===== src/rtl/savestate_pkg.sv =====
// rtl/savestate_pkg.sv - shared types and constants for the savestate sequencer
//
// Purpose: FSM state and transfer-mode enums plus the default header magic.
// Ports:   none (package).

package savestate_pkg;

    typedef enum logic [3:0] {
        ST_IDLE,
        ST_PAUSE,
        ST_HDR,
        ST_SS_RD,
        ST_SS_CAP,
        ST_MEM_WR,
        ST_LD_RD,
        ST_SS_WR,
        ST_FINISH,
        ST_ABORT
    } state_e;

    typedef enum logic {
        MODE_SAVE,
        MODE_LOAD
    } mode_e;

    localparam logic [31:0] SS_MAGIC_DEFAULT = 32'h7A6D_0001;

endpackage


===== src/rtl/savestate_mem_port.sv =====
// rtl/savestate_mem_port.sv - external memory request holder for the savestate sequencer
//
// Purpose: launches a single read or write on the external memory, holds the
//          strobe until mem_ack, and latches read data.
// Ports:
//   clk_i, reset_i     clock, synchronous active-high reset
//   clear_i            drop any pending strobe immediately
//   wr_start_i         launch a write of wdata_i to addr_i
//   rd_start_i         launch a read of addr_i
//   addr_i, wdata_i    request address / write data
//   ack_o              completion of the pending request (mem_ack qualified)
//   rdata_o            last word returned by a completed read
//   mem_*              external memory interface

module savestate_mem_port #(
    parameter int MEM_AW = 16
) (
    input  logic              clk_i,
    input  logic              reset_i,
    input  logic              clear_i,
    input  logic              wr_start_i,
    input  logic              rd_start_i,
    input  logic [MEM_AW-1:0] addr_i,
    input  logic [31:0]       wdata_i,
    output logic              ack_o,
    output logic [31:0]       rdata_o,
    output logic [MEM_AW-1:0] mem_addr_o,
    output logic [31:0]       mem_wdata_o,
    output logic              mem_we_o,
    output logic              mem_re_o,
    input  logic [31:0]       mem_rdata_i,
    input  logic              mem_ack_i
);

    logic              we_q, we_d;
    logic              re_q, re_d;
    logic [MEM_AW-1:0] addr_q, addr_d;
    logic [31:0]       wdata_q, wdata_d;
    logic [31:0]       rdata_q, rdata_d;

    // An ack with no strobe outstanding is not ours and is ignored.
    assign ack_o = mem_ack_i & (we_q | re_q);

    always_comb begin
        we_d    = we_q;
        re_d    = re_q;
        addr_d  = addr_q;
        wdata_d = wdata_q;
        rdata_d = rdata_q;
        if (re_q && mem_ack_i) begin
            rdata_d = mem_rdata_i;
        end
        // A new launch may coincide with the ack of the previous request
        // (header read followed directly by the first image read), so the
        // launch takes priority over the ack-driven release.
        if (clear_i) begin
            we_d = 1'b0;
            re_d = 1'b0;
        end else if (wr_start_i) begin
            we_d    = 1'b1;
            re_d    = 1'b0;
            addr_d  = addr_i;
            wdata_d = wdata_i;
        end else if (rd_start_i) begin
            we_d   = 1'b0;
            re_d   = 1'b1;
            addr_d = addr_i;
        end else if (ack_o) begin
            we_d = 1'b0;
            re_d = 1'b0;
        end
    end

    always_ff @(posedge clk_i) begin
        if (reset_i) begin
            we_q    <= 1'b0;
            re_q    <= 1'b0;
            addr_q  <= '0;
            wdata_q <= '0;
            rdata_q <= '0;
        end else begin
            we_q    <= we_d;
            re_q    <= re_d;
            addr_q  <= addr_d;
            wdata_q <= wdata_d;
            rdata_q <= rdata_d;
        end
    end

    assign mem_we_o    = we_q;
    assign mem_re_o    = re_q;
    assign mem_addr_o  = addr_q;
    assign mem_wdata_o = wdata_q;
    assign rdata_o     = rdata_q;

endmodule


===== src/rtl/savestate_sequencer.sv =====
// rtl/savestate_sequencer.sv - cpu_6s46 savestate save/load sequencer
//
// Purpose: on save, pauses the CPU, reads every savestate word over the ss bus
//          and writes them to external memory behind a magic header; on load,
//          checks the header and writes the image back over the ss bus.
// Ports:
//   clk, reset                     clock, synchronous active-high reset
//   save_req, load_req             single-cycle operation requests
//   busy, done, error              status (done/error are one-cycle pulses)
//   cpu_pause, cpu_paused          CPU halt handshake
//   ss_bus_in/addr/wren/reset/out  CPU savestate bus
//   mem_addr/wdata/we/re/rdata/ack external 32-bit word memory

module savestate_sequencer
    import savestate_pkg::*;
#(
    parameter int          SS_WORDS      = 64,
    parameter int          MEM_BASE      = 0,
    parameter int          MEM_AW        = 16,
    parameter int          PAUSE_TIMEOUT = 1024,
    parameter logic [31:0] SS_MAGIC      = SS_MAGIC_DEFAULT
) (
    input  logic              clk,
    input  logic              reset,
    input  logic              save_req,
    input  logic              load_req,
    output logic              busy,
    output logic              done,
    output logic              error,
    output logic              cpu_pause,
    input  logic              cpu_paused,
    output logic [31:0]       ss_bus_in,
    output logic [7:0]        ss_bus_addr,
    output logic              ss_bus_wren,
    output logic              ss_bus_reset,
    input  logic [31:0]       ss_bus_out,
    output logic [MEM_AW-1:0] mem_addr,
    output logic [31:0]       mem_wdata,
    output logic              mem_we,
    output logic              mem_re,
    input  logic [31:0]       mem_rdata,
    input  logic              mem_ack
);

    localparam int                CNT_W        = $clog2(PAUSE_TIMEOUT + 1);
    localparam logic [CNT_W-1:0]  TIMEOUT_LAST = CNT_W'(PAUSE_TIMEOUT - 1);
    localparam logic [7:0]        LAST_IDX     = 8'(SS_WORDS - 1);
    localparam logic [MEM_AW-1:0] BASE_ADDR    = MEM_AW'(MEM_BASE);

    state_e           state_q, state_d;
    mode_e            mode_q, mode_d;
    logic [7:0]       idx_q, idx_d;
    logic [CNT_W-1:0] cnt_q, cnt_d;
    logic             ss_bus_reset_q;

    logic              wr_start, rd_start, hdr_req, port_clear, port_ack;
    logic [MEM_AW-1:0] req_addr;
    logic [31:0]       req_wdata;
    logic [31:0]       port_rdata;

    always_comb begin
        state_d  = state_q;
        mode_d   = mode_q;
        idx_d    = idx_q;
        cnt_d    = cnt_q;
        wr_start = 1'b0;
        rd_start = 1'b0;
        hdr_req  = 1'b0;
        unique case (state_q)
            ST_IDLE: begin
                // Save has priority when both requests arrive together.
                if (save_req) begin
                    state_d = ST_PAUSE;
                    mode_d  = MODE_SAVE;
                    cnt_d   = '0;
                end else if (load_req) begin
                    state_d = ST_PAUSE;
                    mode_d  = MODE_LOAD;
                    cnt_d   = '0;
                end
            end
            ST_PAUSE: begin
                if (cpu_paused) begin
                    state_d = ST_HDR;
                    hdr_req = 1'b1;
                    if (mode_q == MODE_SAVE) begin
                        wr_start = 1'b1;
                    end else begin
                        rd_start = 1'b1;
                    end
                end else if (cnt_q == TIMEOUT_LAST) begin
                    state_d = ST_ABORT;
                end else begin
                    cnt_d = cnt_q + CNT_W'(1);
                end
            end
            ST_HDR: begin
                if (port_ack) begin
                    idx_d = 8'h00;
                    if (mode_q == MODE_SAVE) begin
                        state_d = ST_SS_RD;
                    end else if (mem_rdata == SS_MAGIC) begin
                        state_d  = ST_LD_RD;
                        rd_start = 1'b1;
                    end else begin
                        state_d = ST_ABORT;
                    end
                end
            end
            ST_SS_RD: begin
                state_d = ST_SS_CAP;
            end
            ST_SS_CAP: begin
                // ss_bus_out now reflects the address presented in SS_RD;
                // it is captured straight into the memory write register.
                state_d  = ST_MEM_WR;
                wr_start = 1'b1;
            end
            ST_MEM_WR: begin
                if (port_ack) begin
                    if (idx_q == LAST_IDX) begin
                        state_d = ST_FINISH;
                    end else begin
                        idx_d   = idx_q + 8'h01;
                        state_d = ST_SS_RD;
                    end
                end
            end
            ST_LD_RD: begin
                if (port_ack) begin
                    state_d = ST_SS_WR;
                end
            end
            ST_SS_WR: begin
                if (idx_q == LAST_IDX) begin
                    state_d = ST_FINISH;
                end else begin
                    idx_d    = idx_q + 8'h01;
                    state_d  = ST_LD_RD;
                    rd_start = 1'b1;
                end
            end
            ST_FINISH: begin
                state_d = ST_IDLE;
            end
            ST_ABORT: begin
                state_d = ST_IDLE;
            end
            default: begin
                state_d = ST_IDLE;
            end
        endcase
    end

    // Image words live at MEM_BASE+1+i; the address wraps at 2^MEM_AW.
    always_comb begin
        req_addr  = BASE_ADDR + MEM_AW'(1) + MEM_AW'(idx_d);
        req_wdata = ss_bus_out;
        if (hdr_req) begin
            req_addr  = BASE_ADDR;
            req_wdata = SS_MAGIC;
        end
    end

    assign port_clear = (state_q == ST_ABORT);

    always_ff @(posedge clk) begin
        if (reset) begin
            state_q <= ST_IDLE;
            mode_q  <= MODE_SAVE;
            idx_q   <= 8'h00;
            cnt_q   <= '0;
        end else begin
            state_q <= state_d;
            mode_q  <= mode_d;
            idx_q   <= idx_d;
            cnt_q   <= cnt_d;
        end
    end

    // Registered copy of reset: high during reset, low the cycle after release.
    always_ff @(posedge clk) begin
        ss_bus_reset_q <= reset;
    end

    assign ss_bus_reset = ss_bus_reset_q;

    always_comb begin
        busy        = 1'b0;
        cpu_pause   = 1'b0;
        done        = 1'b0;
        error       = 1'b0;
        ss_bus_addr = 8'h00;
        ss_bus_in   = 32'h0;
        ss_bus_wren = 1'b0;
        unique case (state_q)
            ST_PAUSE, ST_HDR, ST_MEM_WR, ST_LD_RD: begin
                busy      = 1'b1;
                cpu_pause = 1'b1;
            end
            ST_SS_RD, ST_SS_CAP: begin
                busy        = 1'b1;
                cpu_pause   = 1'b1;
                ss_bus_addr = idx_q;
            end
            ST_SS_WR: begin
                busy        = 1'b1;
                cpu_pause   = 1'b1;
                ss_bus_addr = idx_q;
                ss_bus_in   = port_rdata;
                ss_bus_wren = 1'b1;
            end
            ST_FINISH: begin
                done = 1'b1;
            end
            ST_ABORT: begin
                error = 1'b1;
            end
            default: begin
            end
        endcase
    end

    savestate_mem_port #(
        .MEM_AW(MEM_AW)
    ) u_mem_port (
        .clk_i      (clk),
        .reset_i    (reset),
        .clear_i    (port_clear),
        .wr_start_i (wr_start),
        .rd_start_i (rd_start),
        .addr_i     (req_addr),
        .wdata_i    (req_wdata),
        .ack_o      (port_ack),
        .rdata_o    (port_rdata),
        .mem_addr_o (mem_addr),
        .mem_wdata_o(mem_wdata),
        .mem_we_o   (mem_we),
        .mem_re_o   (mem_re),
        .mem_rdata_i(mem_rdata),
        .mem_ack_i  (mem_ack)
    );

endmodule


===== config.mk =====
export PLATFORM = sky130hd
export DESIGN_NAME = savestate_sequencer
export DESIGN_NICKNAME = d
export VERILOG_FILES = /design/src/rtl/savestate_pkg.sv /design/src/rtl/savestate_mem_port.sv /design/src/rtl/savestate_sequencer.sv
export SDC_FILE = /design/constraint.sdc
export NUM_CORES = 1
export LEC_CHECK = 0
export ABC_AREA = 1
export BUFFER_PORTS_ARGS = -buffer_cell sky130_fd_sc_hd__buf_4
export CORE_UTILIZATION = 51
export CTS_CLUSTER_DIAMETER = 80
export DETAILED_ROUTE_END_ITERATION = 10
export MAX_ROUTING_LAYER = met4
export PLACE_DENSITY = 0.81
export SYNTH_ARGS = -nofsm -noshare
export SYNTH_HDL_FRONTEND = slang
export SYNTH_SLANG_ARGS = --single-unit
export TNS_END_PERCENT = 100

===== constraint.sdc =====
create_clock -name clk -period 2.7 [get_ports clk]
set_input_delay 0.54 -clock clk [delete_from_list [all_inputs] [get_ports clk]]
set_output_delay 0.54 -clock clk [all_outputs]
set_load 0.02 [all_outputs]

==> flow_summary.yaml, run 1 <==
outcome:
  status: "finished, final reports clean"
placement:
  numPortBuffers: 158
  place.gp.congestion: 0.9174
  hpwlAfterDp_um: 9831
  placed_area_sq_um: 6152
sta:
  final.period_utilization_pct: 91.26
  final_critical_path_time_including_i_o_delays_and_setup_ns: 2.464
  count_of_final_setup_violators: 0
  tightestPinTransition_ns: 0.6101
  fmax_mhz: 405.8
  final_hold_viol_count: 0
  maxSlewHeadroom_pct: 58.95
  setup_tns_ns: 0
  skew_ns: 0.01481
  grt_setup_unrepaired: "no"
  slew_violations: 0
setup_path:
  critical_path.max_stage_delay_ns: 0.49
  startpoint_of_the_lowest_slack_register_to_register_path: "idx_q[0]"
  critical_path.startpoint_type: "register"
  crit_path_end_kind: "primary output"
  critical_path.startpoint: "state_q[2]"
  critPathMaxFanout: 33
  timing.critical_path.cells: "nand2_1 > nor2_1 > clkinv_1 > buf_4 > nor2_1 > buf_4"
  worst-setup-path-type: "reg2out"
  setup_slack_of_the_most_critical_reg_to_reg_path_ns: 0.26
  worstPathBufferInverterCount: 3
  cp_top_family: "simple AND/OR/NAND/NOR gates"
  required_ns: 2.16
  crit_slowest_cell: "sky130_fd_sc_hd__dfxtp_1"
  timing.critical_path.arrival_ns: 1.92
clocking:
  path_clk_slew_ns: 0.10
  cts-resized-gates: 0
  cts_inserted_buffers: 9
  insertion_delay_ns: 0.37
  cell_chosen_for_the_clock_root: "sky130_fd_sc_hd__clkbuf_8"
  cts_tree: "built"
  count_of_h_tree_levels_built_during_cts: 3
  numClockSinks: 100
  cts_setup_buffers: 0
  cts_hold_buf: 0
  cts_max_path_buffers: 2
routing:
  antenna_left: 0
  remaining_drc_errors: 0
  via_density_per_instance: 5.091
  routed_wirelength_um: 13100
  detail_route.wl_per_cell_um: 13.10
  detailedRoute.firstIterationViolations: 362
  via_count: 5091
  drt_pass1_iterations: 5
die:
  boundaryPins: 166
  floorplan.die.width_um: 100.0
  core_region_area_sq_um: 9284
  die_y_um: 100.0
  start_util_pct: 52.79
  fp-row-count: 35
  design.die.area_sq_um: 10010
final_layout:
  antenna_cells_inserted: 0
  final_common_cell: "sky130_fd_sc_hd__buf_4"
  finalNetCount: 940
  final_layout_size_suffix_gt1_share_pct: 25.60
  layout_common_cells: "sky130_fd_sc_hd__buf_4 (167), sky130_fd_sc_hd__nand2_1 (155), sky130_fd_sc_hd__dfxtp_1 (100), sky130_fd_sc_hd__a21oi_1 (90)"
  cell_area_after_layout_sq_um: 6325
  synthToLayoutAreaGrowth_pct: 29.05
  filler_cell_count: 838
synth:
  cell_type_contributing_the_most_total_cell_area_after_synthesis: "sky130_fd_sc_hd__dfxtp_1"
  postSynth.topFlopCell: "sky130_fd_sc_hd__dfxtp_1"
  asyncSetResetFlopFracSynth_pct: 0
  yosysWarningCount: 0
  synthCells: 721
  post_synth_instance_area_sq_um: 4901
  area_fraction_of_the_dominant_cell_type_after_synthesis_pct: 40.85
  syn_avg_cell_area_sq_um: 6.797
  synth_enable_flop_cells: 0
  synth.area.top_cells: "sky130_fd_sc_hd__dfxtp_1 (41%), sky130_fd_sc_hd__nand2_1 (12%), sky130_fd_sc_hd__a21oi_1 (9.2%), sky130_fd_sc_hd__inv_1 (6.4%), sky130_fd_sc_hd__nor2_1 (6.4%)"
  synth_sequential_area_ratio_pct: 40.85
  number_of_distinct_library_cells_after_synthesis: 40
  synth-seq-cells: 100
pwr:
  power_frac_comb_pct: 33.3
  powerDensity_nw_per_um2: 615.1
  power_switching_mw: 1.478
  fin_total_pwr_mw: 3.890
  ir_drop_uv: 417.6
  power.share.switching_pct: 38.00
  static-leakage-power_nw: 2.725
  p_seq_share_pct: 44.3
  internal_power_mw: 2.412
  clockPowerShare_pct: 22.4
global_routing:
  grt_pass1_wl_um: 21580
  globalRoute.totalOverflow: 0
  first_global_vias: 4776
  grt_overall_usage_pct: 27.41
  largest_net_degree_at_the_start_of_global_routing: 65
  grt_antenna_before_repair: 0
hold_path:
  worst_hold_startpoint: "save_req"
  timing.hold.worst.class: "in2reg"
flow_run:
  cap_viol_max_count: 0
power by group through the flow:
stage	Sequential, mW	Combinational, mW	Clock, mW
global route	1.74	1.44	0.954
floorplan	1.84	0.762	0
finish	1.73	1.29	0.871
global placement	1.74	1.26	0
CTS	1.72	1.29	0.892
detailed placement	1.75	1.29	0
metal layers:
layer / wire (um) / share of wire [%] / vias up / track usage [%]
li1: - / - / 2579 / -
met1: 5689 / 43 / 2313 / 33.58
met2: 6470 / 49 / 173 / 46.53
met3: 732 / 5.6 / 26 / 4.666
met4: 212 / 1.6 / 0 / 7.915
met5: 0 / 0 / - / -
final cells by class:
| cell class | instances | area, sq um | area share, % |
|---|---|---|---|
| Clock inverter | 6 | 48.80 | 0.7715 |
| Tap cell | 129 | 161.4 | 2.552 |
| Sequential cell | 100 | 2002 | 31.65 |
| Timing Repair Buffer | 167 | 1254 | 19.82 |
| Clock buffer | 9 | 123.9 | 1.958 |
| Inverter | 94 | 354.1 | 5.598 |
| Multi-Input combinational cell | 495 | 2381 | 37.65 |
flip-flops by register name (all words and copies together), names as in the netlist:
| signal | count |
|---|---|
| u_mem_port.mem_re_o | 1 |
| u_mem_port.rdata_o | 32 |
| u_mem_port.mem_wdata_o | 32 |
| idx_q | 8 |
| u_mem_port.mem_addr_o | 9 |
| u_mem_port.mem_we_o | 1 |
| cnt_q | 11 |
| ss_bus_reset | 1 |
| mode_q | 1 |
| state_q | 4 |
cell families after synthesis:
kind of cell	after synthesis	synth area share, %
AOI/OAI and AO/OA	152	15.93
xor gates and xnor gates	7	1.251
adders and majority gates	3	0.7660
buffers and inverters	132	11.03
DFF	100	40.85
other	1	0.07652
and+or+nand+nor	326	30.10
cell usage after synthesis (2+ instances only):
cell type / count
sky130_fd_sc_hd__a21oi_1: 90
sky130_fd_sc_hd__a21oi_2: 2
sky130_fd_sc_hd__buf_2: 2
sky130_fd_sc_hd__buf_4: 9
sky130_fd_sc_hd__clkbuf_1: 25
sky130_fd_sc_hd__dfxtp_1: 100
sky130_fd_sc_hd__ha_1: 3
sky130_fd_sc_hd__inv_1: 83
sky130_fd_sc_hd__inv_2: 9
sky130_fd_sc_hd__nand2_1: 155
sky130_fd_sc_hd__nand2_2: 12
sky130_fd_sc_hd__nand3_1: 36
sky130_fd_sc_hd__nand3_4: 2
sky130_fd_sc_hd__nand3b_1: 3
sky130_fd_sc_hd__nand4_1: 9
sky130_fd_sc_hd__nor2_1: 83
sky130_fd_sc_hd__nor2_2: 3
sky130_fd_sc_hd__nor2_4: 5
sky130_fd_sc_hd__nor3_1: 9
sky130_fd_sc_hd__nor4_1: 2
sky130_fd_sc_hd__o21ai_0: 52
sky130_fd_sc_hd__o21ai_1: 3
sky130_fd_sc_hd__o22ai_1: 2
sky130_fd_sc_hd__xor2_1: 6
worst paths after layout:
path / to / cells after the start
worst min register to register: u_mem_port.rdata_o[25] / 2
worst max-delay path: ss_bus_in[18] / 6
worst min-delay path: mode_q / 2
worst max register to register: u_mem_port.mem_addr_o[2] / 13
through the flow:
step           hold WS [ns]  std cells  utilization (%)  setup slack [ns]
2_1_floorplan        0.4298        727                -            0.4425
3_3_place_gp         0.4385        985            66.27            0.4039
3_5_place_dp         0.4438        985            66.27            0.2840
4_1_cts              0.3431       1000            68.13            0.2419
5_1_grt              0.3396       1000            68.13           0.01606
6_report             0.3581       1000            68.13            0.2359
worst register-to-register path, stage by stage (launching register included):
cell and delay (ns):
sky130_fd_sc_hd__dfxtp_1 0.49, sky130_fd_sc_hd__ha_1 0.27, sky130_fd_sc_hd__nand2_1 0.10, sky130_fd_sc_hd__nor2_2 0.18, sky130_fd_sc_hd__nand2_2 0.08, sky130_fd_sc_hd__or2_2 0.27
sky130_fd_sc_hd__nand3_1 0.09, sky130_fd_sc_hd__nand2_1 0.11, sky130_fd_sc_hd__ha_1 0.23, sky130_fd_sc_hd__inv_1 0.09, sky130_fd_sc_hd__xor2_1 0.18, sky130_fd_sc_hd__nor2_1 0.07
sky130_fd_sc_hd__a21oi_1 0.11, sky130_fd_sc_hd__nor2_1 0.04
Note: power is estimated with default switching activity, not from simulation.
==> run 2: changes to the inputs <==
- CORE_UTILIZATION: 51 -> 30
- PLACE_DENSITY: 0.81 -> not set
==> run 2 against run 1 <==
Effect of this change: wire length increased by 7.2%; core utilization decreased by 27 points; cell count increased by 9.0%; highest routed layer unchanged; die area increased by 68%; critical path type unchanged; largest cell class unchanged.
==> flow_summary.yaml, run 2 (synthesis gave the netlist of run 1 again) <==
final_layout:
  final_common_cell: "sky130_fd_sc_hd__buf_4"
  antenna_cells_inserted: 0
  synthToLayoutAreaGrowth_pct: 34.29
  filler_cell_count: 1737
  cell_area_after_layout_sq_um: 6581
  final_layout_size_suffix_gt1_share_pct: 25.97
  layout_common_cells: "sky130_fd_sc_hd__buf_4 (169), sky130_fd_sc_hd__nand2_1 (154), sky130_fd_sc_hd__dfxtp_1 (100), sky130_fd_sc_hd__a21oi_1 (90)"
  post-route-util_pct: 41.28
  finalNetCount: 942
placement:
  placed_area_sq_um: 6279
  place.gp.congestion: 0.8916
  numPortBuffers: 158
  hpwlAfterDp_um: 10220
setup_path:
  timing.critical_path.cells: "nand2_1 > nor2_1 > clkinv_1 > nand3_1 > nand2_1 > inv_1 > buf_4"
  setup_slack_of_the_most_critical_reg_to_reg_path_ns: 0.28
  crit_path_end_kind: "primary output"
  crit_slowest_cell: "sky130_fd_sc_hd__dfxtp_1"
  timing.critical_path.arrival_ns: 1.96
  critPathMaxFanout: 8
  critical_path.startpoint_type: "register"
  crit_top_cell: "sky130_fd_sc_hd__nand2_1"
  worst-setup-path-type: "reg2out"
  timing.reg2reg.worst_path_depth: 14
  startpoint_of_the_lowest_slack_register_to_register_path: "idx_q[0]"
  required_ns: 2.16
  critical_path.max_stage_delay_ns: 0.46
  critical_path.reg2reg.endpoint: "u_mem_port.mem_addr_o[6]"
  cp_top_family: "simple AND/OR/NAND/NOR gates"
  worstPathBufferInverterCount: 3
sta:
  setup_tns_ns: 0
  grt_setup_unrepaired: "no"
  maxSlewHeadroom_pct: 62.24
  final_critical_path_time_including_i_o_delays_and_setup_ns: 2.505
  slew_violations: 0
  skew_ns: 0.006566
  tightestPinTransition_ns: 0.5665
  final.period_utilization_pct: 92.77
  fmax_mhz: 399.3
  final_hold_viol_count: 0
  count_of_final_setup_violators: 0
pwr:
  p_seq_share_pct: 39.3
  power_switching_mw: 1.548
  power_frac_comb_pct: 30.1
  static-leakage-power_nw: 2.796
  internal_power_mw: 2.823
  power.share.switching_pct: 35.42
  powerDensity_nw_per_um2: 664.1
  clockPowerShare_pct: 30.5
  ir_drop_uv: 473.6
die:
  floorplan.die.width_um: 129.8
  boundaryPins: 166
  start_util_pct: 30.74
  core_region_area_sq_um: 15940
  design.die.area_sq_um: 16850
  fp-row-count: 46
  die_y_um: 129.8
clocking:
  cell_chosen_for_the_clock_root: "sky130_fd_sc_hd__clkbuf_16"
  numClockSinks: 100
  insertion_delay_ns: 0.35
  cts_hold_buf: 0
  cts_inserted_buffers: 9
  cts-resized-gates: 0
  cts_tree: "built"
  count_of_h_tree_levels_built_during_cts: 3
  cts_max_path_buffers: 2
  cts_setup_buffers: 0
  path_clk_slew_ns: 0.07
routing:
  antenna_left: 0
  remaining_drc_errors: 0
  via_count: 4909
  detail_route.wl_per_cell_um: 12.89
  via_density_per_instance: 4.504
  detailedRoute.firstIterationViolations: 299
  routed_wirelength_um: 14050
  drt_pass1_iterations: 4
global_routing:
  first_global_vias: 4506
  grt_antenna_before_repair: 0
  globalRoute.totalOverflow: 0
  grt_overall_usage_pct: 17.34
  largest_net_degree_at_the_start_of_global_routing: 65
  grt_pass1_wl_um: 22220
hold_path:
  holdPathStages: 2
  timing.hold.worst.class: "in2reg"
  worst_hold_startpoint: "save_req"
  min_delay_worst_endpoint: "mode_q"
outcome:
  status: "finished, final reports clean"
flow_run:
  cap_viol_max_count: 0
## run 2: cell count changes in the layout (fill, tap and decap cells not counted), sizes merged
cell	delta
inv	-3
clkinv	+2
buf	+2
bufinv	+1
clkbuf	+1
## run 2: metal layers
layer,vias up,track usage (%),wire (um)
met2,102,28.25,7063
met1,2202,21.01,6192
met4,0,6.088,325
met5,-,-,0
li1,2581,-,-
met3,24,3.895,471
## run 2: power groups by stage
stage          Clock, mW  Sequential [mW]  Combinational, mW
2_1_floorplan          0             1.84              0.762
3_3_place_gp           0             1.75               1.33
3_5_place_dp           0             1.75               1.33
4_1_cts             1.38             1.72               1.33
5_1_grt             1.44             1.74               1.46
6_report            1.34             1.72               1.32
## run 2: worst reg2reg max path: cells and delay by family (launching register included)
family                   cells  cell delay [ns]
AND/OR/NAND/NOR             10             1.10
flip-flops                   1             0.48
adder cells (fa/ha/maj)      2             0.48
buffers and inverters        1             0.18
AO/OA/AOI/OAI                1             0.05
## run 2: metrics by stage
stage	instances	hold slack (ns)	worst slack [ns]	power [mW]
floorplan	727	0.4298	0.4425	2.603
global placement	1074	0.4415	0.3826	3.079
detailed placement	1074	0.4457	0.3158	3.080
CTS	1090	0.3556	0.1720	4.428
global route	1090	0.3702	0.02646	4.638
finish	1090	0.3724	0.1953	4.371
## run 2: how the worst max path moves through the flow
stage                           from                        to  slack [ns]  cells after the start
after global routing      state_q[2]            ss_bus_addr[6]        0.03                      7
after floorplan           state_q[2]             ss_bus_in[10]        0.44                      5
after detailed placement    idx_q[0]  u_mem_port.mem_addr_o[6]        0.32                     14
final                     state_q[2]            ss_bus_addr[6]        0.20                      7
after global placement      idx_q[0]  u_mem_port.mem_addr_o[2]        0.38                     13
after CTS                 state_q[2]            ss_bus_addr[6]        0.17                      7
## run 2: layout make-up
class                   count  area [sq um]  area share [%]
clock inverters             6         63.81          0.9696
repair buffers            169          1269           19.28
well taps                 216         270.3           4.106
multi-input cells         495          2384           36.22
flip-flops and latches    100          2002           30.42
inverters                  94         354.1           5.380
clock buffers              10         239.0           3.631
==> run 3: changes to the inputs <==
- GPL_TIMING_DRIVEN: not set -> 0
==> run 3 against run 2 <==
Effect of this change: global-route usage increased by 0.21 points; final area increased by 1.7%; largest cell class unchanged; count of clock-buffer cells in the layout increased by 1; non-clock buffer count increased by 27; flip-flop and latch count unchanged.
==> flow_summary.yaml, run 3 (synthesis gave the netlist of run 1 again) <==
die:
  core_region_area_sq_um: 15940
  fp-row-count: 46
  die_y_um: 129.8
  boundaryPins: 166
  start_util_pct: 30.74
  design.die.area_sq_um: 16850
  floorplan.die.width_um: 129.8
pwr:
  clockPowerShare_pct: 30.3
  internal_power_mw: 2.843
  ir_drop_uv: 340.8
  power.share.switching_pct: 35.32
  p_seq_share_pct: 39.2
  powerDensity_nw_per_um2: 656.7
  power_switching_mw: 1.552
  power_frac_comb_pct: 30.5
  static-leakage-power_nw: 2.845
clocking:
  path_clk_slew_ns: 0.07
  cts_hold_buf: 0
  numClockSinks: 100
  cell_chosen_for_the_clock_root: "sky130_fd_sc_hd__clkbuf_16"
  cts_inserted_buffers: 9
  cts_max_path_buffers: 2
  count_of_h_tree_levels_built_during_cts: 3
  cts_tree: "built"
  insertion_delay_ns: 0.35
routing:
  via_count: 5066
  remaining_drc_errors: 0
  antenna_left: 0
  detail_route.wl_per_cell_um: 12.82
  via_density_per_instance: 4.535
  drt_pass1_iterations: 4
  routed_wirelength_um: 14320
  detailedRoute.firstIterationViolations: 228
global_routing:
  grt_overall_usage_pct: 17.55
  largest_net_degree_at_the_start_of_global_routing: 17
  globalRoute.totalOverflow: 0
  grt_antenna_before_repair: 0
  grt_pass1_wl_um: 22460
  first_global_vias: 4675
setup_path:
  startpoint_of_the_lowest_slack_register_to_register_path: "idx_q[0]"
  worst-setup-path-type: "reg2reg"
  timing.critical_path.arrival_ns: 2.70
  crit_path_end_kind: "register"
  critPathMaxFanout: 8
  critical_path.startpoint: "idx_q[0]"
  critical_path.startpoint_type: "register"
  setup_slack_of_the_most_critical_reg_to_reg_path_ns: 0.22
  required_ns: 2.92
hold_path:
  worst_hold_startpoint: "reset"
  timing.hold.worst.class: "in2reg"
sta:
  final.period_utilization_pct: 91.99
  final_critical_path_time_including_i_o_delays_and_setup_ns: 2.484
  fmax_mhz: 402.6
  count_of_final_setup_violators: 0
  maxSlewHeadroom_pct: 61.94
  setup_tns_ns: 0
  slew_violations: 0
  final_hold_viol_count: 0
  grt_setup_unrepaired: "no"
  tightestPinTransition_ns: 0.5709
  skew_ns: 0.007049
final_layout:
  finalNetCount: 969
  antenna_cells_inserted: 0
  final_common_cell: "sky130_fd_sc_hd__buf_4"
  synthToLayoutAreaGrowth_pct: 36.56
  layout_common_cells: "sky130_fd_sc_hd__buf_4 (167), sky130_fd_sc_hd__nand2_1 (155), sky130_fd_sc_hd__dfxtp_1 (99), sky130_fd_sc_hd__a21oi_1 (90)"
  post-route-util_pct: 41.98
  final_layout_size_suffix_gt1_share_pct: 25.64
flow_run:
  cap_viol_max_count: 0
placement:
  place.gp.congestion: 0.8971
  hpwlAfterDp_um: 10970
  numPortBuffers: 158
outcome:
  status: "finished, final reports clean"
[run 3: cell types whose count changed in the layout (fill, tap and decap cells not counted), sizes merged]
cell,before,now
inv,92,93
clkinvlp,2,3
buf,169,171
clkinv,5,2
clkbuf,10,36
[run 3: what timing repair did]
item                                    CTS  global route
resized for setup                         0             7
endpoints found under the setup margin    0            37
setup buffers                             0             0
[run 3: power by group through the flow]
| stage | logic, mW | registers [mW] | clock network [mW] |
|---|---|---|---|
| after floorplan | 0.762 | 1.84 | 0 |
| after global routing | 1.50 | 1.74 | 1.42 |
| after CTS | 1.36 | 1.72 | 1.38 |
| after detailed placement | 1.36 | 1.75 | 0 |
| final | 1.34 | 1.72 | 1.33 |
| after global placement | 1.35 | 1.75 | 0 |
[run 3: cell type report]
type / instances / area [sq um]
multi-input combinational: 495 / 2386
sequential: 100 / 2003
inverter: 94 / 354.1
clock buffer: 11 / 242.7
buffer: 38 / 188.9
fill: 1702 / 9250
clock inverter: 5 / 61.31
tap: 216 / 270.3
timing repair buffer: 158 / 1186
[run 3: critical path, cell delays in order, from the launching register on]
cell and delay (ns):
sky130_fd_sc_hd__dfxtp_1 0.49, sky130_fd_sc_hd__ha_1 0.26, sky130_fd_sc_hd__nand2_1 0.11, sky130_fd_sc_hd__nor2_2 0.18, sky130_fd_sc_hd__nand2_2 0.11, sky130_fd_sc_hd__or2_2 0.28, sky130_fd_sc_hd__nand3_1 0.08, sky130_fd_sc_hd__nand2_1 0.13
sky130_fd_sc_hd__ha_1 0.24, sky130_fd_sc_hd__inv_1 0.09, sky130_fd_sc_hd__xor2_1 0.15, sky130_fd_sc_hd__nor2_1 0.07, sky130_fd_sc_hd__a21oi_1 0.11, sky130_fd_sc_hd__nor2_1 0.05
[run 3: metal layers]
layer  vias up  part of all wire [%]  GRT usage, %  routed length [um]
li1       2642                     -             -                   -
met3        32                   3.1         2.255                 443
met2        94                    49         28.18                6975
met4         0                   2.9         8.276                 422
met5         -                     0             -                   0
met1      2298                    45         21.85                6476
[run 3: final timing paths]
path,to,cells past startpoint
min,ss_bus_reset,1
max reg2reg,u_mem_port.mem_addr_o[2],13
max,u_mem_port.mem_addr_o[2],13
min reg2reg,u_mem_port.rdata_o[24],2
[run 3: through the flow]
stage                     total power [mW]  area, sq um  setup WS [ns]  hold slack [ns]  instances
after floorplan                      2.603         4923         0.4425           0.4298        727
after global placement               3.104         6380         0.2686           0.4422       1101
after detailed placement             3.107         6380         0.2615           0.4470       1101
after CTS                            4.457         6684        0.01161           0.3092       1117
after global routing                 4.657         6693        0.05508           0.3208       1117
final                                4.395         6693         0.2164           0.3234       1117
